<file path="config.mk">
export PLATFORM = sky130hd
export DESIGN_NAME = vga_timing_gen
export DESIGN_NICKNAME = d
export VERILOG_FILES = /design/src/rtl/vga_timing_gen_pkg.sv /design/src/rtl/vga_timing_gen.sv
export SDC_FILE = /design/constraint.sdc
export NUM_CORES = 1
export LEC_CHECK = 0
export CORE_MARGIN = 2
export CORE_UTILIZATION = 45
export DETAILED_ROUTE_END_ITERATION = 12
export GPL_ROUTABILITY_DRIVEN = 0
export GPL_TIMING_DRIVEN = 0
export HOLD_SLACK_MARGIN = 0.03
export PLACE_DENSITY = 0.74
export SETUP_SLACK_MARGIN = 0.1
export SKIP_CTS_REPAIR_TIMING = 1
export SYNTH_ARGS = -nofsm -noshare
export SYNTH_HDL_FRONTEND = slang
export SYNTH_SLANG_ARGS = --single-unit
</file>
<file path="constraint.sdc">
create_clock -name clk -period 2.4 [get_ports clk]
set_input_delay 0.24 -clock clk [delete_from_list [all_inputs] [get_ports clk]]
set_output_delay 0.24 -clock clk [all_outputs]
set_load 0.01 [all_outputs]
</file>
<file path="src/rtl/vga_timing_gen_pkg.sv">
// ---------------------------------------------------------------------------
// vga_timing_gen_pkg
//
// Purpose : Shared raster-timing constants for the video output path.
//           Holds the standard timing presets (XGA 1024x768@60 and
//           VGA 640x480@60), the sync polarity encodings, and helpers that
//           derive the total line/frame lengths from a preset.
// Ports   : none (package)
// ---------------------------------------------------------------------------
package vga_timing_gen_pkg;

  // Sync polarity encodings: the level a sync output takes while asserted.
  localparam bit SYNC_ACTIVE_LOW  = 1'b0;
  localparam bit SYNC_ACTIVE_HIGH = 1'b1;

  // XGA 1024x768 @ 60 Hz (65 MHz pixel clock), both syncs negative.
  localparam int XGA_H_ACTIVE = 1024;
  localparam int XGA_H_FP     = 24;
  localparam int XGA_H_SYNC   = 136;
  localparam int XGA_H_BP     = 160;
  localparam int XGA_V_ACTIVE = 768;
  localparam int XGA_V_FP     = 3;
  localparam int XGA_V_SYNC   = 6;
  localparam int XGA_V_BP     = 29;
  localparam bit XGA_HS_POL   = SYNC_ACTIVE_LOW;
  localparam bit XGA_VS_POL   = SYNC_ACTIVE_LOW;

  // VGA 640x480 @ 60 Hz (25.175 MHz pixel clock), both syncs negative.
  localparam int VGA_H_ACTIVE = 640;
  localparam int VGA_H_FP     = 16;
  localparam int VGA_H_SYNC   = 96;
  localparam int VGA_H_BP     = 48;
  localparam int VGA_V_ACTIVE = 480;
  localparam int VGA_V_FP     = 10;
  localparam int VGA_V_SYNC   = 2;
  localparam int VGA_V_BP     = 33;
  localparam bit VGA_HS_POL   = SYNC_ACTIVE_LOW;
  localparam bit VGA_VS_POL   = SYNC_ACTIVE_LOW;

  // Total pixels per line / lines per frame for a given set of intervals.
  function automatic int timing_total(input int active, input int fp,
                                      input int sync, input int bp);
    return active + fp + sync + bp;
  endfunction

  // Derived totals for the presets.
  localparam int XGA_H_TOTAL = XGA_H_ACTIVE + XGA_H_FP + XGA_H_SYNC + XGA_H_BP;
  localparam int XGA_V_TOTAL = XGA_V_ACTIVE + XGA_V_FP + XGA_V_SYNC + XGA_V_BP;
  localparam int VGA_H_TOTAL = VGA_H_ACTIVE + VGA_H_FP + VGA_H_SYNC + VGA_H_BP;
  localparam int VGA_V_TOTAL = VGA_V_ACTIVE + VGA_V_FP + VGA_V_SYNC + VGA_V_BP;

endpackage

</file>
<file path="src/rtl/vga_timing_gen.sv">
// ---------------------------------------------------------------------------
// vga_timing_gen
//
// Purpose : Raster timing generator. Produces the pixel column / line
//           counters plus hsync, vsync and blank for one display. All
//           outputs are registered; sync/blank are derived from the next
//           counter values so they always describe the hcount/vcount being
//           presented in the same cycle. Downstream logic delays the syncs
//           to match the pixel pipeline depth.
//
// Ports   :
//   clk          in   1   pixel-domain clock
//   rst          in   1   synchronous, active-high reset (priority over pix_en)
//   pix_en       in   1   pixel clock enable; counters advance only when high
//   hcount       out  HW  current pixel column, 0..H_TOTAL-1
//   vcount       out  VW  current line, 0..V_TOTAL-1
//   hsync        out  1   horizontal sync, asserted level HS_POL
//   vsync        out  1   vertical sync, asserted level VS_POL
//   blank        out  1   high outside the active area
//   line_start   out  1   one-clk pulse when hcount wraps to 0
//   frame_start  out  1   one-clk pulse when (hcount,vcount) wraps to (0,0)
// ---------------------------------------------------------------------------
import vga_timing_gen_pkg::*;

module vga_timing_gen #(
  parameter int H_ACTIVE = XGA_H_ACTIVE,
  parameter int H_FP     = XGA_H_FP,
  parameter int H_SYNC   = XGA_H_SYNC,
  parameter int H_BP     = XGA_H_BP,
  parameter int V_ACTIVE = XGA_V_ACTIVE,
  parameter int V_FP     = XGA_V_FP,
  parameter int V_SYNC   = XGA_V_SYNC,
  parameter int V_BP     = XGA_V_BP,
  parameter bit HS_POL   = XGA_HS_POL,
  parameter bit VS_POL   = XGA_VS_POL,
  parameter int HW       = 11,
  parameter int VW       = 10
) (
  input  logic          clk,
  input  logic          rst,
  input  logic          pix_en,
  output logic [HW-1:0] hcount,
  output logic [VW-1:0] vcount,
  output logic          hsync,
  output logic          vsync,
  output logic          blank,
  output logic          line_start,
  output logic          frame_start
);

  localparam int H_TOTAL = timing_total(H_ACTIVE, H_FP, H_SYNC, H_BP);
  localparam int V_TOTAL = timing_total(V_ACTIVE, V_FP, V_SYNC, V_BP);

  // Counter boundaries at counter width so every compare is unsigned HW/VW.
  localparam logic [HW-1:0] H_LAST    = HW'(H_TOTAL - 1);
  localparam logic [HW-1:0] H_ACT_END = HW'(H_ACTIVE);
  localparam logic [HW-1:0] HS_START  = HW'(H_ACTIVE + H_FP);
  localparam logic [HW-1:0] HS_END    = HW'(H_ACTIVE + H_FP + H_SYNC);
  localparam logic [VW-1:0] V_LAST    = VW'(V_TOTAL - 1);
  localparam logic [VW-1:0] V_ACT_END = VW'(V_ACTIVE);
  localparam logic [VW-1:0] VS_START  = VW'(V_ACTIVE + V_FP);
  localparam logic [VW-1:0] VS_END    = VW'(V_ACTIVE + V_FP + V_SYNC);

  logic [HW-1:0] h_q, h_d;
  logic [VW-1:0] v_q, v_d;
  logic          hsync_q, hsync_d;
  logic          vsync_q, vsync_d;
  logic          blank_q, blank_d;
  logic          line_start_q, line_start_d;
  logic          frame_start_q, frame_start_d;

  always_comb begin
    h_d           = h_q;
    v_d           = v_q;
    line_start_d  = 1'b0;
    frame_start_d = 1'b0;

    if (pix_en) begin
      // '>=' rather than '==' so a corrupted counter still returns to 0.
      if (h_q >= H_LAST) begin
        h_d          = '0;
        line_start_d = 1'b1;
        if (v_q >= V_LAST) begin
          v_d           = '0;
          frame_start_d = 1'b1;
        end else begin
          v_d = v_q + 1'b1;
        end
      end else begin
        h_d = h_q + 1'b1;
      end
    end

    // Decoded from the next counter values so the registered flags line up
    // with the registered counters. When pix_en is low h_d/v_d equal the
    // current counters, so these reproduce the held values.
    hsync_d = ((h_d >= HS_START) && (h_d < HS_END)) ? HS_POL : ~HS_POL;
    vsync_d = ((v_d >= VS_START) && (v_d < VS_END)) ? VS_POL : ~VS_POL;
    blank_d = (h_d >= H_ACT_END) || (v_d >= V_ACT_END);
  end

  always_ff @(posedge clk) begin
    if (rst) begin
      h_q           <= '0;
      v_q           <= '0;
      hsync_q       <= ~HS_POL;
      vsync_q       <= ~VS_POL;
      blank_q       <= 1'b0;
      line_start_q  <= 1'b0;
      frame_start_q <= 1'b0;
    end else begin
      h_q           <= h_d;
      v_q           <= v_d;
      hsync_q       <= hsync_d;
      vsync_q       <= vsync_d;
      blank_q       <= blank_d;
      line_start_q  <= line_start_d;
      frame_start_q <= frame_start_d;
    end
  end

  assign hcount      = h_q;
  assign vcount      = v_q;
  assign hsync       = hsync_q;
  assign vsync       = vsync_q;
  assign blank       = blank_q;
  assign line_start  = line_start_q;
  assign frame_start = frame_start_q;

endmodule

</file>
==> key figures <==
Setup path
  – CP endpoint kind: flip-flop
  – Ordered list of cells on the worst path: inv_1 > ha_1 > nor2b_1 > o21a_1 > o21ai_0 > a22oi_1 > nor4b_4 > nand3_1
  – Buffers & Inverters on Critical Path: 1
  – Crit path max fanout: 7
  – Critical Path Source Type: flip-flop
  – CP max-delay cell: sky130_fd_sc_hd__dfxtp_1
  – Worst stage delay on the critical path: between 0.4 and 0.5 ns
  – Data required time of the worst path: between 2 and 3 ns
  – Data arrival time of the critical path: roughly 2.3 ns
  – Startpoint-to-endpoint class of the critical path: reg2reg
  – Kind of cell adding the most delay to the critical path: compound AO/OA/AOI/OAI gates

Clock network
  – Number of levels in the clock H-tree: 1
  – Clock latency at the later pin of the worst-skew pair: approximately 0.33 ns
  – Clock Tree Buf Depth: 2
  – TritonCTS Buffers: 3
  – CTS tree: built
  – Clock root buffer: sky130_fd_sc_hd__clkbuf_4
  – CTS clock-pin slew for the worst setup and hold paths: 0.14 ns
  – CTS sink count: 26

Logic synthesis
  – Netlist Area Pre-Place: 0.00163 mm^2
  – Yosys Warn Count: 0
  – Number of instances in the synthesized netlist: between 150 and 200
  – Number of enable-type register cells in the synthesized netlist: 0
  – Post-synthesis sequential area ratio: 32.0%
  – Cell with the most instances after synthesis: sky130_fd_sc_hd__dfxtp_1
  – Mean Syn Cell Area: between 8 and 9 um^2
  – Distinct cell type count after synthesis: 48
  – List of most frequent post-synthesis cells: sky130_fd_sc_hd__dfxtp_1, sky130_fd_sc_hd__nor2_1, sky130_fd_sc_hd__nand3_1
  – Top area cells in the synthesized netlist: sky130_fd_sc_hd__dfxtp_1, sky130_fd_sc_hd__nor2_1, sky130_fd_sc_hd__xor2_1, sky130_fd_sc_hd__nand3_1, sky130_fd_sc_hd__ha_1
  – Cell taking the most area after synthesis: sky130_fd_sc_hd__dfxtp_1
  – Top FF cell, synth: sky130_fd_sc_hd__dfxtp_1
  – Fraction of post-synthesis cell area in the top cell type by area: between 30% and 40%
  – Post-synthesis register bit count: 26
  – Nets in the synthesized netlist: ~200
  – Ys async rst share: 0%

Drt
  – Router iterations before antenna repair: 4
  – Iteration-0 DRC count of the detailed router: between 90 and 100
  – Wire length reported by the detailed router: approximately 3.5 mm
  – Residual DRC count: 0
  – Mean number of vias per cell: between 5 and 6
  – Per-cell routed wire length: 13.3 um
  – Vias after detailed routing: between 1500 and 2000
  – Remaining number of nets flagged by the antenna check after routing: 0

Floorplan
  – Initial Utilization: around 48%
  – Top-level port count: 29
  – Die Height: roughly 64 um
  – Die width: ~64 um
  – Overall die area: between 0.004 and 0.005 mm^2
  – Area of the placeable core: around 0.0034 mm^2
  – Placement Rows: 21

STA
  – Slew Viols, Final: 0
  – Post-layout min period: approximately 2.1 ns
  – Normalized max-slew margin: a little over 60%
  – Final setup fails: 0
  – Unrepaired setup endpoints after global routing: false
  – Final sum of negative setup slack: 0 ns
  – Worst hold-check slack: 0.285 ns
  – Maximum operating frequency: approximately 0.48 GHz
  – Part of the cycle the worst path needs: between 80% and 90%
  – Number of failing hold endpoints at the final stage: 0
  – Max Clock Skew: between 0.004 and 0.005 ns
  – Slew @ Worst Pin: ~0.58 ns

Global routing
  – Met3 routing resource usage after global routing: under 10%
  – Global-route wire length before repair: 6.22 mm
  – Remaining global-route overflow: 0
  – Most utilized layer in the global route result: met2
  – GRT met1 Usage: a little over a quarter
  – Met2 global-route usage: between 20% and 30%
  – Via count of the first global-routing pass: roughly 1300
  – Initial antenna violation count: 0
  – Pin count of the biggest net entering global routing: 16
  – Global Route Usage Sum: roughly a fifth

Final layout
  – Share of final-layout standard cells stronger than drive strength 1: between 10% and 20%
  – # diodes: 0
  – Final Cell Area: around 0.002 mm^2
  – Nets: between 200 and 250
  – Area growth, synth to finish: 23.4%

Pwr
  – Pwr per Cell Area: between 400 and 500 mW/mm^2
  – Max IR drop VDD: around 0.34 mV
  – Leakage power of the design: roughly 0.73 nW
  – Power, Total: a little over 0.0008 W

Place
  – Placed Area: about 0.002 mm^2
  – Half-perimeter wire length after placement: roughly 2.6 mm
  – Number of buffer cells added on primary ports: 27

Status
  – Status: finished, final reports clean

Run
  – Number of maximum-capacitance constraint violations: 0

Min path
  – Hold/Removal Path Class: in2reg
-- layout by cell type, fill, tap and decap left out, types with 6 or more instances in the layout --
master and n:
sky130_fd_sc_hd__a21oi_1 7, sky130_fd_sc_hd__and3_1 6, sky130_fd_sc_hd__buf_2 6, sky130_fd_sc_hd__clkdlybuf4s50_1 27
sky130_fd_sc_hd__dfxtp_1 26, sky130_fd_sc_hd__inv_1 6, sky130_fd_sc_hd__nand2_1 10, sky130_fd_sc_hd__nand3_1 12
sky130_fd_sc_hd__nand4_1 7, sky130_fd_sc_hd__nor2_1 24, sky130_fd_sc_hd__nor3_1 6, sky130_fd_sc_hd__o21ai_0 6
sky130_fd_sc_hd__xor2_1 9
-- final cells by class --
| cell class | instances | area, um^2 |
|---|---|---|
| Fill cell | 348 | 1410 |
| Multi-Input combinational cell | 149 | 1050 |
| Sequential cell | 26 | 520 |
| Timing Repair Buffer | 27 | 270 |
| Tap cell | 46 | 57.6 |
| Buffer | 7 | 33.8 |
| Clock inverter | 1 | 30.0 |
| Clock buffer | 3 | 22.5 |
| Inverter | 6 | 22.5 |
-- logic make-up after synthesis --
| group | share of synthesized area, % |
|---|---|
| adders and majority gates | 3.07 |
| AOI/OAI and AO/OA | 22.2 |
| and+or+nand+nor | 31.1 |
| DFF | 32.0 |
| xor gates and xnor gates | 6.99 |
| buffers and inverters | 3.46 |
| muxes | 1.23 |
-- path summary, 6_finish.rpt --
kind,startpoint,endpoint,slack (ns),depth (start not counted)
worst max-delay path,vcount[0],vsync,0.31,8
worst min-delay path,pix_en,hcount[0],0.28,3
worst max register to register,vcount[0],vsync,0.31,8
worst min register to register,vcount[5],vcount[5],0.58,2
-- per-stage QoR --
| stage | cells | utilization, % | setup WS (ns) |
|---|---|---|---|
| after CTS | 265 | 58.8 | 0.328 |
| final | 265 | 58.8 | 0.305 |
| after detailed placement | 261 | 57.3 | 0.376 |
| after floorplan | 188 | - | 0.560 |
| after global placement | 261 | 57.3 | 0.399 |
| after global routing | 265 | 58.8 | 0.195 |
-- layer usage --
metal | vias to the layer above | routed length (um)
met1 | 697 | 1770
met3 | 6 | 184
met4 | 0 | 31
met2 | 45 | 1540
met5 | - | 0
li1 | 753 | -
-- power breakdown --
part	total (W)	internal (W)	switching [W]
Combinational	0.0000551	0.0000258	0.0000293
Clock	0.000304	0.000169	0.000135
Sequential	0.000447	0.000437	0.00000952
Total	0.000805	0.000632	0.000174
-- state kept, by name, indices dropped and copies added, names as in the netlist --
name / flops
hcount: 11
vsync: 1
blank: 1
frame_start: 1
line_start: 1
vcount: 10
hsync: 1
-- worst min-delay path: stages --
cell and delay [ns]:
sky130_fd_sc_hd__buf_2 0.17, sky130_fd_sc_hd__xnor2_1 0.14, sky130_fd_sc_hd__nor2_1 0.03
(Power assumes the default switching activity.)
